===== config.mk =====
export PLATFORM = sky130hd
export DESIGN_NAME = stream_check
export DESIGN_NICKNAME = d
export VERILOG_FILES = /design/src/rtl/stream_check.sv
export SDC_FILE = /design/constraint.sdc
export NUM_CORES = 1
export LEC_CHECK = 0
export ABC_AREA = 1
export CORE_UTILIZATION = 50
export CTS_BUF_LIST = sky130_fd_sc_hd__clkbuf_8
export DETAILED_ROUTE_END_ITERATION = 12
export GPL_TIMING_DRIVEN = 0
export PLACE_DENSITY = 0.74
export REMOVE_ABC_BUFFERS = 1
export SYNTH_ARGS = -nofsm -noshare
export SYNTH_HDL_FRONTEND = slang
export SYNTH_SLANG_ARGS = --single-unit

===== constraint.sdc =====
create_clock -name clk -period 6.7 [get_ports clk]
set_input_delay 0.67 -clock clk [delete_from_list [all_inputs] [get_ports clk]]
set_output_delay 0.67 -clock clk [all_outputs]
set_load 0.02 [all_outputs]

===== src/rtl/stream_check.sv =====
// AXI4-Stream sink that checks frames carry an incrementing-index payload, correct tlast placement and full tkeep.
// Counters and frame_done update on the edge of the beat; tready is a free-running 1-in-(ready_rate+1) pulse that ignores tvalid.
module stream_check (
  input  logic        clk,
  input  logic        aresetn,
  input  logic        clr,
  input  logic [31:0] frame_size,
  input  logic [15:0] ready_rate,
  input  logic [31:0] tdata,
  input  logic [3:0]  tkeep,
  input  logic        tlast,
  input  logic        tvalid,
  output logic        tready,
  output logic [31:0] frame_count,
  output logic [15:0] data_err_count,
  output logic [15:0] last_err_count,
  output logic [15:0] keep_err_count,
  output logic        frame_done,
  output logic        error
);

  typedef enum logic {S_RUN, S_FLUSH} state_t;

  state_t      state_q, state_d;
  logic [31:0] idx_q, idx_d;
  logic [31:0] len_q, len_d;
  logic [15:0] bp_cnt_q, bp_cnt_d;
  logic        tready_q, tready_d;
  logic [31:0] frame_count_q, frame_count_d;
  logic [15:0] data_err_q, data_err_d;
  logic [15:0] last_err_q, last_err_d;
  logic [15:0] keep_err_q, keep_err_d;
  logic        frame_done_q, frame_done_d;
  logic        error_q, error_d;

  logic        beat;
  logic [31:0] n_cur;
  logic        last_pos;
  logic        data_bad, keep_bad, short_err, long_err;

  function automatic logic [15:0] sat_inc(input logic [15:0] v);
    return (v == 16'hFFFF) ? v : v + 16'd1;
  endfunction

  assign beat = tvalid & tready_q;

  // bp_cnt_q holds the low cycles still owed; ready_rate is only sampled on the high cycle.
  always_comb begin
    tready_d = 1'b0;
    bp_cnt_d = bp_cnt_q;
    if (bp_cnt_q == 16'd0) begin
      tready_d = 1'b1;
      bp_cnt_d = ready_rate;
    end else begin
      bp_cnt_d = bp_cnt_q - 16'd1;
    end
  end

  // Frame length is taken live from frame_size on the first beat, then held in len_q.
  assign n_cur    = (idx_q == 32'd0) ? ((frame_size == 32'd0) ? 32'd1 : frame_size) : len_q;
  assign last_pos = (idx_q == n_cur - 32'd1);

  always_comb begin
    state_d       = state_q;
    idx_d         = idx_q;
    len_d         = len_q;
    frame_count_d = frame_count_q;
    data_err_d    = data_err_q;
    last_err_d    = last_err_q;
    keep_err_d    = keep_err_q;
    frame_done_d  = 1'b0;
    error_d       = error_q;
    data_bad      = 1'b0;
    keep_bad      = 1'b0;
    short_err     = 1'b0;
    long_err      = 1'b0;

    if (clr) begin
      state_d       = S_RUN;
      idx_d         = 32'd0;
      frame_count_d = 32'd0;
      data_err_d    = 16'd0;
      last_err_d    = 16'd0;
      keep_err_d    = 16'd0;
      error_d       = 1'b0;
    end else if (beat) begin
      keep_bad = (tkeep != 4'hF);
      if (state_q == S_RUN) begin
        len_d    = n_cur;
        data_bad = (tdata != idx_q);
        if (tlast) begin
          idx_d = 32'd0;
          if (last_pos) begin
            frame_count_d = frame_count_q + 32'd1;
            frame_done_d  = 1'b1;
          end else begin
            short_err = 1'b1;
          end
        end else if (last_pos) begin
          long_err = 1'b1;
          state_d  = S_FLUSH;
        end else begin
          idx_d = idx_q + 32'd1;
        end
      end else if (tlast) begin
        idx_d   = 32'd0;
        state_d = S_RUN;
      end

      if (data_bad)             data_err_d = sat_inc(data_err_q);
      if (keep_bad)             keep_err_d = sat_inc(keep_err_q);
      if (short_err | long_err) last_err_d = sat_inc(last_err_q);
      if (data_bad | keep_bad | short_err | long_err) error_d = 1'b1;
    end
  end

  always_ff @(posedge clk or negedge aresetn) begin
    if (!aresetn) begin
      state_q       <= S_RUN;
      idx_q         <= 32'd0;
      len_q         <= 32'd1;
      bp_cnt_q      <= 16'd0;
      tready_q      <= 1'b0;
      frame_count_q <= 32'd0;
      data_err_q    <= 16'd0;
      last_err_q    <= 16'd0;
      keep_err_q    <= 16'd0;
      frame_done_q  <= 1'b0;
      error_q       <= 1'b0;
    end else begin
      state_q       <= state_d;
      idx_q         <= idx_d;
      len_q         <= len_d;
      bp_cnt_q      <= bp_cnt_d;
      tready_q      <= tready_d;
      frame_count_q <= frame_count_d;
      data_err_q    <= data_err_d;
      last_err_q    <= last_err_d;
      keep_err_q    <= keep_err_d;
      frame_done_q  <= frame_done_d;
      error_q       <= error_d;
    end
  end

  assign tready         = tready_q;
  assign frame_count    = frame_count_q;
  assign data_err_count = data_err_q;
  assign last_err_count = last_err_q;
  assign keep_err_count = keep_err_q;
  assign frame_done     = frame_done_q;
  assign error          = error_q;

endmodule


# Word-level counts from Yosys, hierarchy flattened
# Cells that the tools add are included.
# totals
reg_bits,164
wordCells,105
# op_classes
add_sub_neg,7
n_eq_ne,12
n_mux,51
bitwise_logic,7
n_reduce_logical,17
# op_table
cell,count
$mux W32,13
$mux W16,13
$add A32 B1 Y32 const B,2
$logic_not A32 Y1,2
$add A16 B1 Y16 const B,3
$eq A16 B16 Y1 const B,3
$eq A32 B32 Y1,1
$ne A32 B32 Y1,1
$sub A32 B1 Y32 const B,1
$mux W1,25
$logic_not A16 Y1,1
$sub A16 B1 Y16 const B,1
$reduce_and A3 Y1,5
$reduce_bool A2 Y1,7
$ne A2 B2 Y1 const B,4
$ne A3 B3 Y1 const B,2
$ne A4 B4 Y1 const B,1
$or A1 B1 Y1,4
$reduce_and A4 Y1,1
$not A1 Y1,2
$reduce_and A2 Y1,1
$and A1 B1 Y1,1

# Logic depth before layout (Yosys ltp)
# Gate-level depths: netlist of the first run.
# logic_depth
word_depth,15
ltp_mapped,33

# Least setup slack after synthesis of the first run
# Ideal clock, no wire load.
# synth_timing
path_type,flip-flop to flip-flop
from,register idx_q[0]
to,"register last_err_q[6], in the netlist last_err_count[6]"
setup_time_ns,0.117
arrival_time_ns,3.417
required_ns,6.583
slack_ns,3.166
stages_incl_launch_ff,31
n_path_buf,2
path_cell_list,dfrtp_1 inv_1 ha_1 inv_1 nor2_1 nand2_1 nor2_1 nand2_4 buf_2 o21ai_1 nand2_1 inv_1 ha_1 nand3_1 nor2_2 nand3_2 nor2_4 nand3_1 nand2_1 nand2_1 nor2_1 nand2_1 nor2_1 nand3_1 nand3_2 nand2_2 nand2_4 nand2_4 buf_6 nand2_1 nand2_1
# synth_between
elab_chain_len,12
# synth_lines
element,line_no,rtl
"start, declared",25,"logic [31:0] idx_q, idx_d;"
"start signal, assigned",132,idx_q <= idx_d;
$logic_not A32 Y1,60,assign n_cur = (idx_q == 32'd0) ? ((frame_size == 32'd0) ? 32'd1 : frame_size) : len_q;
$mux W32,60,
$sub A32 B1 Y32,61,assign last_pos = (idx_q == n_cur - 32'd1);
$eq A32 B32 Y1 (*),61,
"$mux W1, on equally long branches","93, 99",
$mux W1,91,if (tlast) begin
$mux W1,88,if (state_q == S_RUN) begin
$mux W1,86,end else if (beat) begin
$mux W1,78,if (clr) begin
$or A1 B1 Y1 (*),112,if (short_err | long_err) last_err_d = sat_inc(last_err_q);
$reduce_bool A2 Y1 (no line) (*),--,
$reduce_and A3 Y1 (no line) (*),--,
"end signal, assigned",138,last_err_q <= last_err_d;
"end, declared",31,"logic [15:0] last_err_q, last_err_d;"
# Every way passes the cells marked *; elsewhere a longest branch is shown, timed or not. The select of a mux whose other input is x is not followed.
# A chain may end at the register's enable or synchronous reset.

# Worst setup path in the final report of the first run
# layout_timing
from,register idx_q[0]
to,register idx_q[0]
# layout_between
elab_chain_len,6
# layout_lines
element,line_no
$logic_not A32 Y1 / $add A32 B1 Y32 (equally long branches),"60, 103"
"$mux W32, on equally long branches","60, 99"
$sub A32 B1 Y32 / $mux W32 (equally long branches),"61, 91"
$eq A32 B32 Y1 / $mux W32 (equally long branches),"61, 88"
$ne A3 B3 Y1 (no line) / $mux W32 (equally long branches),--
$reduce_and A3 Y1 (no line) / $mux W32 (equally long branches),--
# Parallel ways exist; a longest one is shown, timed or not. The select of a mux whose other input is x is not followed.

==> results.json, run 1 <==
{
  "yosys.area.top_type": "dfrtp_1",
  "clk_latency_ns": 0.48,
  "layout-drive-gt1-share": 0.0704,
  "clockRootBuffer": "clkbuf_8",
  "slew_headroom": 0.0440,
  "wl_met2_mm": 17.4,
  "h-tree-depth": 4,
  "dpl.cell_count": 2370,
  "cts.clk_slew.worst_paths_ns": 0.10,
  "cp-start-kind": "flip-flop",
  "start_util": 0.508,
  "cts_tree": "built",
  "synthCells": 1929,
  "tightest_slew_ns": 1.43,
  "combPwrFrac": 0.292,
  "status": "completed",
  "fillers": 2441,
  "power.density_mw_per_mm2": 172,
  "yosysWarnings": 0,
  "finish.net_count": 2158,
  "netlist_top_cells_area": "dfrtp_1 (32%), nand2_1 (15%), nor2_1 (7.7%)",
  "syn-cell-area_mm2": 0.0127,
  "area_delta_synth_final_pct": 17.8,
  "p_switching_w": 0.000979,
  "io_pins": 172,
  "holdBufCountCts": 0,
  "syn_avg_cell_area_um2": 6.59,
  "cts.repair.resized": 0,
  "vias_per_cell": 5.37,
  "yosysSeqAreaShare": 0.323,
  "cts.path.max_buffers": 2,
  "p_int_w": 0.00160,
  "rows": 58,
  "synth_async_sr_flop_share": 1.00,
  "fin_crit_ns": 5.53,
  "ir_drop_mv": 0.123,
  "overflow": 0,
  "synth.distinct_cells": 49,
  "maxCapViolCount": 0,
  "antenna_found_initial": 0,
  "place_congestion": 0.934,
  "wl_per_cell_um": 15.9,
  "worstPathRequired_ns": 7.05,
  "fp.dieArea_mm2": 0.0261,
  "final_cell_mix": "nand2_1 (511), nor2_1 (260), inv_1 (194)",
  "grt_pass1_wl_mm": 62.6,
  "finalSetupViolCount": 0,
  "track_usage": 0.300,
  "synth_ff_type": "dfrtp_1",
  "die_w_um": 161,
  "ys_ff_latch": 164,
  "coreArea_mm2": 0.0250,
  "crit_arrival_ns": 5.88,
  "cp-end-kind": "flip-flop",
  "p_sw_frac": 0.380,
  "final_common_cell": "nand2_1",
  "register_area_mm2": 0.00411,
  "synth_edf_count": 0,
  "numClockSinks": 164,
  "max_freq_mhz": 181,
  "diodes": 0,
  "grt_max_degree": 98,
  "p_seq_frac": 0.413,
  "grt_pass1_vias": 12100,
  "p_leak_nw": 6.30,
  "drt-total-wl_mm": 38.1,
  "postRouteAntennaNets": 0,
  "path_max_fanout": 62,
  "whs_ns": 0.147,
  "rsz0062_at_grt": "no",
  "highest_layer": "met4",
  "setup_tns_ns": 0,
  "finalHoldViolCount": 0,
  "multiInputGateArea_mm2": 0.00750,
  "num_vias": 12900,
  "skew_ns": 0.0201,
  "die_h_um": 161,
  "hold_class": "in -> async",
  "drc": 0,
  "wl_met3_mm": 2.06,
  "cts_post_setup_buffers_inserted": 0,
  "clockPowerShare": 0.295,
  "drt-initial-drc-count": 1117,
  "synth_top_area_share": 0.321,
  "min_period_over_period": 0.826,
  "final-max-slew-violation-count": 0,
  "cts_buffers": 17,
  "finalNonFillerCells": 2403,
  "numPortBuffers": 171,
  "criticalPathCategory": "reg -> reg",
  "dp_hpwl_mm": 28.8,
  "drt-met1-wl_mm": 18.0,
  "dr.pass1.iters": 6
}
==> final timing paths <==
check	to	slack [ns]	start	cells after the start
worst min register to register	bp_cnt_q[0]	0.48	bp_cnt_q[0]	1
worst max-delay path	idx_q[0]	1.17	idx_q[0]	25
worst min-delay path	keep_err_count[14]	0.15	aresetn	1
worst max register to register	idx_q[0]	1.17	idx_q[0]	25
max in group asynchronous	bp_cnt_q[0]	5.67	aresetn	2
min in group clk	bp_cnt_q[0]	0.48	bp_cnt_q[0]	1
==> registers in the layout (all words and copies together) (netlist names) <==
signal / cells
idx_q: 32
len_q: 32
bp_cnt_q: 16
frame_done: 1
last_err_count: 16
frame_count: 32
error: 1
data_err_count: 16
tready: 1
state_q: 1
keep_err_count: 16
==> power by group through the flow <==
stage	clock network (W)	registers, W	logic (W)
floorplan	0	0.00108	0.000484
global placement	0	0.00108	0.000732
detailed placement	0	0.00108	0.000741
CTS	0.000776	0.00106	0.000745
global route	0.000815	0.00107	0.000849
finish	0.000760	0.00106	0.000752
==> per-stage QoR <==
stage	total power (W)	utilization	area [um2]	setup WS (ns)
global placement	0.00181	0.579	14500	-2.10
finish	0.00258	0.599	15000	1.17
CTS	0.00258	0.598	15000	0.866
floorplan	0.00157	-	12400	2.28
detailed placement	0.00182	0.582	14600	0.876
global route	0.00273	0.599	15000	0.676
==> area by class of cell <==
cell class / instances / share of cell area
clock buffers: 19 / 0.0174
clock inverters: 13 / 0.00943
inverters: 205 / 0.0515
multi-input cells: 1497 / 0.500
flip-flops and latches: 164 / 0.274
well taps: 330 / 0.0276
repair buffers: 175 / 0.120
==> worst max-delay path, cell delays in order (launching register included) <==
cell and delay, ns:
dfrtp_1 0.45, inv_1 0.23, ha_1 0.23, inv_1 0.05
nor2_1 0.10, nand2_1 0.06, nor2_1 0.16, nand2_4 0.24
nor2_8 0.71, o21ai_1 0.27, nor2_2 0.30, nand3_2 0.19
nor2_1 0.31, nand3_1 0.14, nand2_1 0.08, nand2_1 0.13
nand2_1 0.09, nor2_1 0.04, nand2_1 0.13, nor2_1 0.05
nand2_1 0.09, nand3b_1 0.13, nand2_2 0.82, inv_1 0.19
nand2_1 0.10, o21ai_0 0.08
==> Yosys cell counts, types with 2 or more instances <==
master and instances:
nand3b_1 6, o21a_1 3, inv_1 195, o21ai_2 5
xnor2_1 28, a211oi_1 3, a31oi_1 7, dfrtp_1 163
nand2_4 4, inv_2 7, buf_6 8, xor2_1 89
buf_2 19, nor4b_1 2, o2111ai_1 4, nor2_4 16
nand3_1 136, o21ai_1 73, nand4_1 41, a21oi_1 32
nor3b_1 5, clkinv_1 3, o211a_1 2, buf_1 5
o21ai_0 67, or2_2 30, o21bai_1 2, ha_1 9
clkbuf_1 27, nor2_2 24, nor3_1 89, nand2_1 511
nand2_2 12, nor2_1 260, nand3_2 3, nor4_1 24
and3_1 3
==> layer usage <==
metal,global-route usage,vias to the layer above
li1,-,6487
met1,0.422,5986
met2,0.485,388
met3,0.0383,53
met4,0.0823,0
met5,0,-
==> cells by family (layout without fill, tap and decap cells) <==
logic type,after synthesis,in the layout,synth area share
adder cells (fa/ha/maj),9,9,0.00885
AO/OA/AOI/OAI,204,204,0.0880
XOR/XNOR,117,117,0.0806
flip-flops,164,164,0.323
buffers and inverters,268,412,0.0882
AND/OR/NAND/NOR,1167,1167,0.412
(Power assumes the default switching activity.)
==> inputs of run 2 (changes only) <==
==> constraint.sdc (replaced) <==
create_clock -name clk -period 5.6 [get_ports clk]
set_input_delay 0.56 -clock clk [delete_from_list [all_inputs] [get_ports clk]]
set_output_delay 0.56 -clock clk [all_outputs]
set_load 0.02 [all_outputs]
==> results.json, run 2 (same netlist as run 1, synthesis figures left out) <==
{
  "finish.net_count": 2158,
  "register_area_mm2": 0.00411,
  "hold_class": "in -> async",
  "fin_crit_ns": 5.19,
  "place_congestion": 0.934,
  "diodes": 0,
  "vias_per_cell": 5.39,
  "power.density_mw_per_mm2": 206,
  "coreArea_mm2": 0.0250,
  "placed_area_mm2": 0.0146,
  "cts_buffers": 17,
  "grt_util_met2": 0.485,
  "num_vias": 12900,
  "finalHoldViolCount": 0,
  "rsz0062_at_grt": "no",
  "die_h_um": 161,
  "antenna_found_initial": 0,
  "finalSetupViolCount": 0,
  "cp_top_family": "simple AND/OR/NAND/NOR gates",
  "dp_hpwl_mm": 28.8,
  "area_delta_synth_final_pct": 17.9,
  "postRouteAntennaNets": 0,
  "max_stage_delay_ns": 0.51,
  "start_util": 0.508,
  "final-max-slew-violation-count": 0,
  "setup_tns_ns": 0,
  "final_common_cell": "nand2_1",
  "worstPathRequired_ns": 5.95,
  "cp-end-kind": "flip-flop",
  "r2r_cells": 23,
  "maxCapViolCount": 0,
  "cts_post_setup_buffers_inserted": 0,
  "io_pins": 172,
  "slew_headroom": 0.0542,
  "p_leak_nw": 6.30,
  "top_usage_layer": "met2",
  "clockRootBuffer": "clkbuf_8",
  "ir_drop_mv": 0.147,
  "path_cells": "inv_1 > ha_1 > inv_1 > nor2_1 > nand2_1 > nor2_1 > nand2_4 > nor2_8 > o21ai_1 > nor2_2 > nand3_2 > nor2_1 > nand3_1 > nand2_1 > nand2_1 > nor2_1 > nand2_1 > nor2_1 > nand3_1 > nand2_1 > nand3_4 > a21oi_1 > a21oi_2",
  "worstReg2RegEnd": "frame_count[0]",
  "holdBufCountCts": 0,
  "cts.clk_slew.worst_paths_ns": 0.10,
  "tightest_slew_ns": 1.41,
  "clk_latency_ns": 0.48,
  "reg2reg_slack_ns": 0.41,
  "drt-initial-drc-count": 1133,
  "rows": 58,
  "final_cell_mix": "nand2_1 (511), nor2_1 (260), inv_1 (194)",
  "layout-drive-gt1-share": 0.0704,
  "max_freq_mhz": 193,
  "fin_area_mm2": 0.0150,
  "drc": 0,
  "overflow": 0,
  "cts.path.max_buffers": 2,
  "grt_max_degree": 98,
  "criticalPathCategory": "reg -> reg",
  "die_w_um": 161,
  "track_usage": 0.301,
  "crit_buf_inv": 2,
  "grt_pass1_vias": 12100,
  "cts_tree": "built",
  "cp-start-kind": "flip-flop",
  "min_period_over_period": 0.926,
  "multiInputGateArea_mm2": 0.00752,
  "path_max_fanout": 64,
  "status": "completed",
  "use_met1": 0.423,
  "dr.pass1.iters": 7,
  "numPortBuffers": 171,
  "rr_startpoint": "idx_q[0]",
  "grt.met3_usage": 0.0383,
  "numClockSinks": 164,
  "crit_arrival_ns": 5.53,
  "h-tree-depth": 4,
  "wl_per_cell_um": 16.0,
  "fillers": 2443,
  "cp_slowest_cell": "nand3_4",
  "fp.dieArea_mm2": 0.0261,
  "drt-total-wl_mm": 38.4,
  "skew_ns": 0.0200,
  "grt_pass1_wl_mm": 62.7
}
-- run 2: changes by cell type in the layout (fill, tap and decap cells not counted) --
cell,delta
nand3_2,-1
nor2_4,+1
nand2_2,-1
nand3_4,+1
nand2_4,+1
buf_12,-1
-- run 2: routing by layer --
layer | share of wire | wire length, um | vias up
met4 | 0.019 | 726 | 0
met3 | 0.059 | 2280 | 53
met5 | 0 | 0 | -
met1 | 0.47 | 18000 | 5974
met2 | 0.45 | 17400 | 428
li1 | - | - | 6492
-- run 2: worst max path at each step --
stage | startpoint | end | slack (ns) | depth (start not counted)
2_1_floorplan | idx_q[0] | frame_count[0] | 1.18 | 28
3_3_place_gp | aresetn | bp_cnt_q[12] | -3.09 | 1
3_5_place_dp | idx_q[0] | frame_count[0] | -0.22 | 23
4_1_cts | idx_q[0] | idx_q[0] | 0.18 | 25
5_1_grt | idx_q[0] | frame_count[0] | 0.02 | 23
6_report | idx_q[0] | frame_count[0] | 0.41 | 23
-- run 2: cell type report --
type / count / area share
multi-input cells: 1498 / 0.502
flip-flops and latches: 164 / 0.274
repair buffers: 174 / 0.119
inverters: 205 / 0.0515
well taps: 330 / 0.0275
clock buffers: 19 / 0.0174
clock inverters: 13 / 0.00943
-- run 2: power breakdown --
part | leakage, nW | switching (W) | total (W) | internal [W]
sequential | 2.18 | 0.0000521 | 0.00127 | 0.00122
combinational | 3.91 | 0.000610 | 0.000909 | 0.000299
clock | 0.200 | 0.000522 | 0.000913 | 0.000391
total | 6.30 | 0.00118 | 0.00310 | 0.00191
-- run 2: metrics by stage --
stage / instances / util / total power, W / setup WS (ns) / hold WS (ns)
final: 2403 / 0.599 / 0.00310 / 0.413 / 0.0189
after global routing: 2403 / 0.599 / 0.00328 / 0.0210 / 0.0591
after CTS: 2402 / 0.598 / 0.00309 / 0.177 / 0.0369
after detailed placement: 2370 / 0.582 / 0.00218 / -0.224 / 0.462
after global placement: 2367 / 0.579 / 0.00217 / -3.09 / 0.459
after floorplan: 1866 / - / 0.00187 / 1.18 / 0.264
-- run 2: what timing repair did --
item / CTS / global route
gates resized for setup: 1 / 1
setup endpoints to repair: 32 / 65
pin swaps: 0 / 1
hold endpoints to repair: 0 / 0
gates cloned: 0 / 1
